**config.mk**
```make
export PLATFORM = sky130hd
export DESIGN_NAME = rx_sampler_flat
export DESIGN_NICKNAME = d
export VERILOG_FILES = /design/src/rtl/rx_pkg.sv /design/src/rtl/rx_sampler_if.sv /design/src/rtl/line_sync.sv /design/src/rtl/rx_sampler.sv /design/src/flat_wrapper.sv
export SDC_FILE = /design/constraint.sdc
export NUM_CORES = 1
export LEC_CHECK = 0
export BUFFER_PORTS_ARGS = -buffer_cell sky130_fd_sc_hd__buf_2
export CAP_MARGIN = 20
export CORE_ASPECT_RATIO = 0.6
export CORE_MARGIN = 2
export CORE_UTILIZATION = 35
export DETAILED_ROUTE_END_ITERATION = 10
export PLACE_DENSITY_LB_ADDON = 0.15
export SYNTH_ARGS = -nofsm -noshare
export SYNTH_HDL_FRONTEND = slang
export SYNTH_SLANG_ARGS = --single-unit
export TNS_END_PERCENT = 50
```
**constraint.sdc**
```tcl
create_clock -name clk -period 2.3 [get_ports clk]
set_clock_uncertainty 0.15 [all_clocks]
set_input_delay 0 -clock clk [delete_from_list [all_inputs] [get_ports clk]]
set_output_delay 0 -clock clk [all_outputs]
set_load 0.03 [all_outputs]
```
**src/rtl/rx_pkg.sv**
```systemverilog
// Shared types and helpers for the receive sampler.
package rx_pkg;

    typedef enum logic [2:0] {
        IDLE  = 3'd0,
        START = 3'd1,
        DATA  = 3'd2,
        DONE  = 3'd3,
        BREAK = 3'd4
    } rx_state_t;

    localparam int OSR_DEF       = 16;
    localparam int DATA_BITS_DEF = 8;

    // Strobes per frame: one start bit, the data bits, one stop bit.
    function automatic int frame_bits(input int data_bits);
        return data_bits + 2;
    endfunction

    // 2-of-3 vote used when the majority sampler is built in.
    function automatic logic maj3(input logic a, input logic b, input logic c);
        return (a & b) | (a & c) | (b & c);
    endfunction

endpackage

```
**src/rtl/rx_sampler_if.sv**
```systemverilog
// Receive-side signal bundle: raw line in, strobes and byte out.
interface rx_sampler_if #(
    parameter int DATA_BITS = 8
);
    logic                 serial_in;
    logic                 sr_clk;
    logic                 enable;
    logic [DATA_BITS-1:0] data_out;
    logic                 data_valid;
    logic                 framing_error;

    // The sampler itself.
    modport master (
        input  serial_in,
        output sr_clk, enable, data_out, data_valid, framing_error
    );

    // Line driver / downstream consumer.
    modport slave (
        output serial_in,
        input  sr_clk, enable, data_out, data_valid, framing_error
    );
endinterface

```
**src/rtl/line_sync.sv**
```systemverilog
// Multi-flop synchroniser for an asynchronous line that idles high.
module line_sync #(
    parameter int SYNC_STAGES = 2
) (
    input  logic clk,
    input  logic reset_n,
    input  logic d,
    output logic q
);
    logic [SYNC_STAGES-1:0] sync_r;

    // Shift the raw line through the chain; reset to the idle level.
    always_ff @(posedge clk or negedge reset_n) begin
        if (!reset_n) begin
            sync_r <= {SYNC_STAGES{1'b1}};
        end else begin
            sync_r <= {sync_r[SYNC_STAGES-2:0], d};
        end
    end

    assign q = sync_r[SYNC_STAGES-1];
endmodule

```
**src/rtl/rx_sampler.sv**
```systemverilog
// Oversampled UART receive front end: synchronises the line, qualifies the
// start bit, issues one mid-bit strobe per frame bit and assembles the byte.
// Build option RX_MAJORITY_EN: each sample is a 2-of-3 vote around mid-bit,
// with the strobe one cycle later than in the single-sample build.
module rx_sampler
    import rx_pkg::*;
#(
    parameter int OSR         = OSR_DEF,
    parameter int DATA_BITS   = DATA_BITS_DEF,
    parameter int SYNC_STAGES = 2
) (
    input  logic          clk,
    input  logic          reset_n,
    rx_sampler_if.master  bus
);
    localparam int TICK_W = $clog2(OSR);
    localparam int IDX_W  = $clog2(DATA_BITS + 2);

    localparam logic [TICK_W-1:0] TICK_ONE  = TICK_W'(1);
    localparam logic [TICK_W-1:0] TICK_LAST = TICK_W'(OSR - 1);
    localparam logic [IDX_W-1:0]  IDX_ONE   = IDX_W'(1);
    localparam logic [IDX_W-1:0]  STOP_IDX  = IDX_W'(frame_bits(DATA_BITS) - 1);
`ifdef RX_MAJORITY_EN
    // Decide one tick after mid so the vote includes mid+1.
    localparam logic [TICK_W-1:0] START_DEC = TICK_W'(OSR / 2);
`else
    localparam logic [TICK_W-1:0] START_DEC = TICK_W'(OSR / 2 - 1);
`endif

    logic                 rx_s;
    logic                 sample_s;
    rx_state_t            state_r, state_s;
    logic [TICK_W-1:0]    tick_r, tick_s;
    logic [IDX_W-1:0]     idx_r, idx_s;
    logic [DATA_BITS-1:0] shift_r, shift_s;
    logic                 stop_r, stop_s;
    logic                 strobe_s;
    logic                 enable_s;

    logic                 sr_clk_r;
    logic                 enable_r;
    logic [DATA_BITS-1:0] data_out_r;
    logic                 data_valid_r;
    logic                 framing_error_r;

    line_sync #(.SYNC_STAGES(SYNC_STAGES)) u_sync (
        .clk     (clk),
        .reset_n (reset_n),
        .d       (bus.serial_in),
        .q       (rx_s)
    );

`ifdef RX_MAJORITY_EN
    logic [1:0] rx_hist_r;

    // Keep the two previous line values for the 2-of-3 vote.
    always_ff @(posedge clk or negedge reset_n) begin
        if (!reset_n) begin
            rx_hist_r <= 2'b11;
        end else begin
            rx_hist_r <= {rx_hist_r[0], rx_s};
        end
    end

    assign sample_s = maj3(rx_hist_r[1], rx_hist_r[0], rx_s);
`else
    assign sample_s = rx_s;
`endif

    // FSM, tick/bit counters and assembly register.
    always_ff @(posedge clk or negedge reset_n) begin
        if (!reset_n) begin
            state_r <= IDLE;
            tick_r  <= '0;
            idx_r   <= '0;
            shift_r <= '0;
            stop_r  <= 1'b0;
        end else begin
            state_r <= state_s;
            tick_r  <= tick_s;
            idx_r   <= idx_s;
            shift_r <= shift_s;
            stop_r  <= stop_s;
        end
    end

    // Next-state, counter updates and the strobe/enable decisions.
    always_comb begin
        state_s  = state_r;
        tick_s   = tick_r;
        idx_s    = idx_r;
        shift_s  = shift_r;
        stop_s   = stop_r;
        strobe_s = 1'b0;
        enable_s = 1'b0;
        case (state_r)
            IDLE: begin
                if (!rx_s) begin
                    state_s = START;
                    tick_s  = '0;
                end else begin
                    state_s = IDLE;
                end
            end
            START: begin
                if (tick_r == START_DEC) begin
                    tick_s = '0;
                    if (!sample_s) begin
                        strobe_s = 1'b1;
                        enable_s = 1'b1;
                        idx_s    = IDX_ONE;
                        state_s  = DATA;
                    end else begin
                        state_s  = IDLE;
                    end
                end else begin
                    tick_s = tick_r + TICK_ONE;
                end
            end
            DATA: begin
                enable_s = 1'b1;
                if (tick_r == TICK_LAST) begin
                    tick_s   = '0;
                    strobe_s = 1'b1;
                    if (idx_r == STOP_IDX) begin
                        stop_s  = sample_s;
                        idx_s   = '0;
                        state_s = DONE;
                    end else begin
                        shift_s = {sample_s, shift_r[DATA_BITS-1:1]};
                        idx_s   = idx_r + IDX_ONE;
                    end
                end else begin
                    tick_s = tick_r + TICK_ONE;
                end
            end
            DONE: begin
                if (stop_r) begin
                    state_s = IDLE;
                end else begin
                    state_s = BREAK;
                end
            end
            BREAK: begin
                if (rx_s) begin
                    state_s = IDLE;
                end else begin
                    state_s = BREAK;
                end
            end
            default: begin
                state_s = IDLE;
            end
        endcase
    end

    // Registered outputs; the byte and status publish while in DONE.
    always_ff @(posedge clk or negedge reset_n) begin
        if (!reset_n) begin
            sr_clk_r        <= 1'b0;
            enable_r        <= 1'b0;
            data_out_r      <= '0;
            data_valid_r    <= 1'b0;
            framing_error_r <= 1'b0;
        end else begin
            sr_clk_r        <= strobe_s;
            enable_r        <= enable_s;
            data_valid_r    <= (state_r == DONE);
            framing_error_r <= (state_r == DONE) && !stop_r;
            if (state_r == DONE) begin
                data_out_r <= shift_r;
            end else begin
                data_out_r <= data_out_r;
            end
        end
    end

    assign bus.sr_clk        = sr_clk_r;
    assign bus.enable        = enable_r;
    assign bus.data_out      = data_out_r;
    assign bus.data_valid    = data_valid_r;
    assign bus.framing_error = framing_error_r;
endmodule

```
**src/flat_wrapper.sv**
```systemverilog
// flat-port wrapper written by rule: the top's interface ports become plain ports
module rx_sampler_flat import rx_pkg::*;
#(
    parameter int OSR         = OSR_DEF,
    parameter int DATA_BITS   = DATA_BITS_DEF,
    parameter int SYNC_STAGES = 2
)
  (clk, reset_n, bus_serial_in, bus_sr_clk, bus_enable, bus_data_out, bus_data_valid, bus_framing_error);
  rx_sampler_if #(.DATA_BITS(DATA_BITS)) bus_i ();
  input  logic clk;
  input  logic reset_n;
  input wire logic [$bits(bus_i.serial_in)-1:0] bus_serial_in;
  output wire logic [$bits(bus_i.sr_clk)-1:0] bus_sr_clk;
  output wire logic [$bits(bus_i.enable)-1:0] bus_enable;
  output wire logic [$bits(bus_i.data_out)-1:0] bus_data_out;
  output wire logic [$bits(bus_i.data_valid)-1:0] bus_data_valid;
  output wire logic [$bits(bus_i.framing_error)-1:0] bus_framing_error;
  assign bus_i.serial_in = bus_serial_in;
  assign bus_sr_clk = bus_i.sr_clk;
  assign bus_enable = bus_i.enable;
  assign bus_data_out = bus_i.data_out;
  assign bus_data_valid = bus_i.data_valid;
  assign bus_framing_error = bus_i.framing_error;
  rx_sampler #(.OSR(OSR), .DATA_BITS(DATA_BITS), .SYNC_STAGES(SYNC_STAGES)) u_core (.clk(clk), .reset_n(reset_n), .bus(bus_i));
endmodule
```
==> impl_metrics.yaml <==
global_routing:
  grt_pass1_vias: 870
  grt_use_total_pct: 12.1
  antenna_found_initial: 0
  grt_overflow: 0
  grt_max_degree: 35
  grt_pass1_wl_um: 4170
clock_network:
  path_clk_slew_ns: 0.07
  htree_levels: 2
  clock_sinks: 34
  cts_buffers: 5
  cts-root-buf: "clkbuf_8"
  clockBufferDepth: 2
  clkLatencyLatePin_ns: 0.27
  cts_tree: "done"
  post-cts-setup-buffer-count: 0
  cts_resized: 0
timing:
  min_period_ns: 1.96
  slew_violations: 0
  worst_slack_ns: 0.339
  post-route-period-util_pct: 85.3
  max_freq_ghz: 0.510
  worstMarginPinSlew_ns: 0.732
  slew_headroom_pct: 51.2
  hold_viol: 0
  setup_violations: 0
  timing.setup.tns_ns: 0
  rsz0062_at_grt: "false"
setup_path:
  critPathBufInv: 0
  cp-startpoint: "u_core.state_r[1]"
  cp_top_family: "simple AND/OR/NAND/NOR gates"
  critPathSlowestCell: "dfrtp_1"
  cpPeakStageDelay_ns: 0.53
  worst_ep_required_time_ns: 2.31
  crit_path_end_kind: "flop"
  r2r-start: "u_core.state_r[1]"
  worstPathArrival_ns: 1.97
  crit_path_start_kind: "flop"
  critPathKind: "reg2reg"
  path_cells: "nor3b_2 -> nand4_1 -> nor2_4 -> mux2_2"
  crit_fanout: 11
drt:
  ant_nets: 0
  first_iter_violations: 66
  wl_per_cell_um: 12.6
  via_per_inst: 4.71
  routed_wl_um: 2460
  first_pass_iters: 4
  drc: 0
  vias: 923
floorplanning:
  rows: 18
  start_util_pct: 36.0
  core_area_mm2: 0.00408
  io_pins: 15
  die_w_um: 87.6
  die_h_um: 54.2
  dieArea_mm2: 0.00475
logic_synthesis:
  synth.distinct_cells: 34
  synth_cells: 115
  ys_ff_latch: 34
  syn_nets: 121
  yosys-top-cells-area: "dfrtp_1 55%, mux2_2 13%, dfstp_2 3.6%"
  synth_top_area_share_pct: 54.5
  synth_edf_count: 0
  synth_area_per_cell_um2: 12.8
  synthArstFlopShare_pct: 100
  yosysSeqAreaShare_pct: 58.1
  netlist_area_mm2: 0.00147
  synth.most_common_cell: "dfrtp_1"
  synth_top_flop_cell: "dfrtp_1"
  ys_top_cells_by_count: "32 x dfrtp_1, 17 x mux2_2, 8 x nor2_1"
  ys_warn_count: 0
  synth_top_area_cell: "dfrtp_1"
placement:
  post-place-ws_ns: 0.351
  dp_hpwl_um: 1750
  gp_congestion: 0.762
  portBuffers: 14
run:
  drv_cap: 0
power:
  power_mw: 1.62
  p_leak_nw: 0.829
  ir_drop_mv: 0.374
  powerDensity_mw_per_mm2: 940
layout:
  diodes: 0
  nets: 141
  post-route-util_pct: 42.3
  synthToLayoutAreaGrowth_pct: 17.5
  layout-drive-gt1-share_pct: 32.4
  n_fill_cell: 396
hold_path:
  holdCritPathClass: "in2async"
status:
  status: "completed"
[where the power goes]
part	switching, mW	internal (mW)	total, mW
Clock	0.195	0.324	0.519
Sequential	0.105	0.666	0.770
Combinational	0.172	0.160	0.332
[layout by cell type, fill, tap and decap left out, types with 3 or more instances in the layout]
cell,Yosys,final
clkbuf_8,0,5
a21oi_1,3,3
a211oi_1,3,3
xnor2_1,3,3
nand2_1,4,4
nor2_1,8,8
inv_1,5,5
mux2_2,17,17
nor3b_1,4,4
buf_2,0,14
ha_1,3,3
dfrtp_1,32,32
nand3_1,3,3
nand3b_1,3,3
[metal layers]
layer / up-vias / wire [µm] / share of wire, % / track usage [%]
li1: 449 / - / - / -
met1: 463 / 1360 / 55 / 17.9
met2: 11 / 1000 / 41 / 16.0
met3: 0 / 100 / 4.1 / 4.60
met4: 0 / 0 / 0 / 3.85
met5: - / 0 / 0 / 0
[layout make-up]
class                      count  area, µm²  share of cell area, %
clock buffer                   7       76.3                   4.42
clock inverter                 1       30.0                   1.74
inverter                       5       18.8                   1.09
multi-input combinational     72        574                   33.3
sequential                    34        853                   49.5
tap                           60       75.1                   4.35
timing repair buffer          17       97.6                   5.66
[what timing repair did]
action,4_1_cts,5_1_grt
endpoints found under the hold margin,33,0
hold buffers,2,0
endpoints found under the setup margin,0,0
[worst paths after layout]
| kind | end | slack [ns] | depth (start not counted) |
|---|---|---|---|
| max in group asynchronous | u_core.bus.framing_error | 1.37 | 2 |
| worst max register to register | u_core.shift_r[7] | 0.34 | 4 |
| worst min register to register | u_core.u_sync.sync_r[1] | 0.21 | 0 |
| worst min-delay path | u_core.bus.enable | 0.17 | 2 |
| min in group clk | u_core.u_sync.sync_r[1] | 0.21 | 0 |
| worst max-delay path | u_core.shift_r[7] | 0.34 | 4 |
[flip-flops by register name, summed over array words and instances, names as in the netlist]
name,count
u_core.bus.enable,1
u_core.bus.data_out,8
u_core.bus.data_valid,1
u_core.u_sync.sync_r,2
u_core.bus.framing_error,1
u_core.bus.sr_clk,1
u_core.tick_r,4
u_core.state_r,3
u_core.stop_r,1
u_core.idx_r,4
u_core.shift_r,8
[per-stage QoR]
| step | cell area [µm²] | hold slack, ns | std cells |
|---|---|---|---|
| 6_report | 1730 | 0.168 | 196 |
| 5_1_grt | 1730 | 0.219 | 196 |
| 4_1_cts | 1730 | 0.196 | 196 |
| 3_5_place_dp | 1600 | -0.0397 | 186 |
| 3_3_place_gp | 1600 | -0.0433 | 186 |
| 2_1_floorplan | 1470 | -0.446 | 115 |
[cell families (layout without fill, tap and decap cells)]
| kind of cell | after synthesis | count (layout) | synth area share (%) |
|---|---|---|---|
| XOR/XNOR | 4 | 4 | 2.39 |
| adder cells (fa/ha/maj) | 3 | 3 | 2.56 |
| buffers and inverters | 9 | 30 | 2.81 |
| multiplexers | 17 | 17 | 13.0 |
| flip-flops | 34 | 34 | 58.1 |
| AO/OA/AOI/OAI | 18 | 18 | 8.60 |
| AND/OR/NAND/NOR | 30 | 30 | 12.5 |
Power figures use the tool's default switching activity.
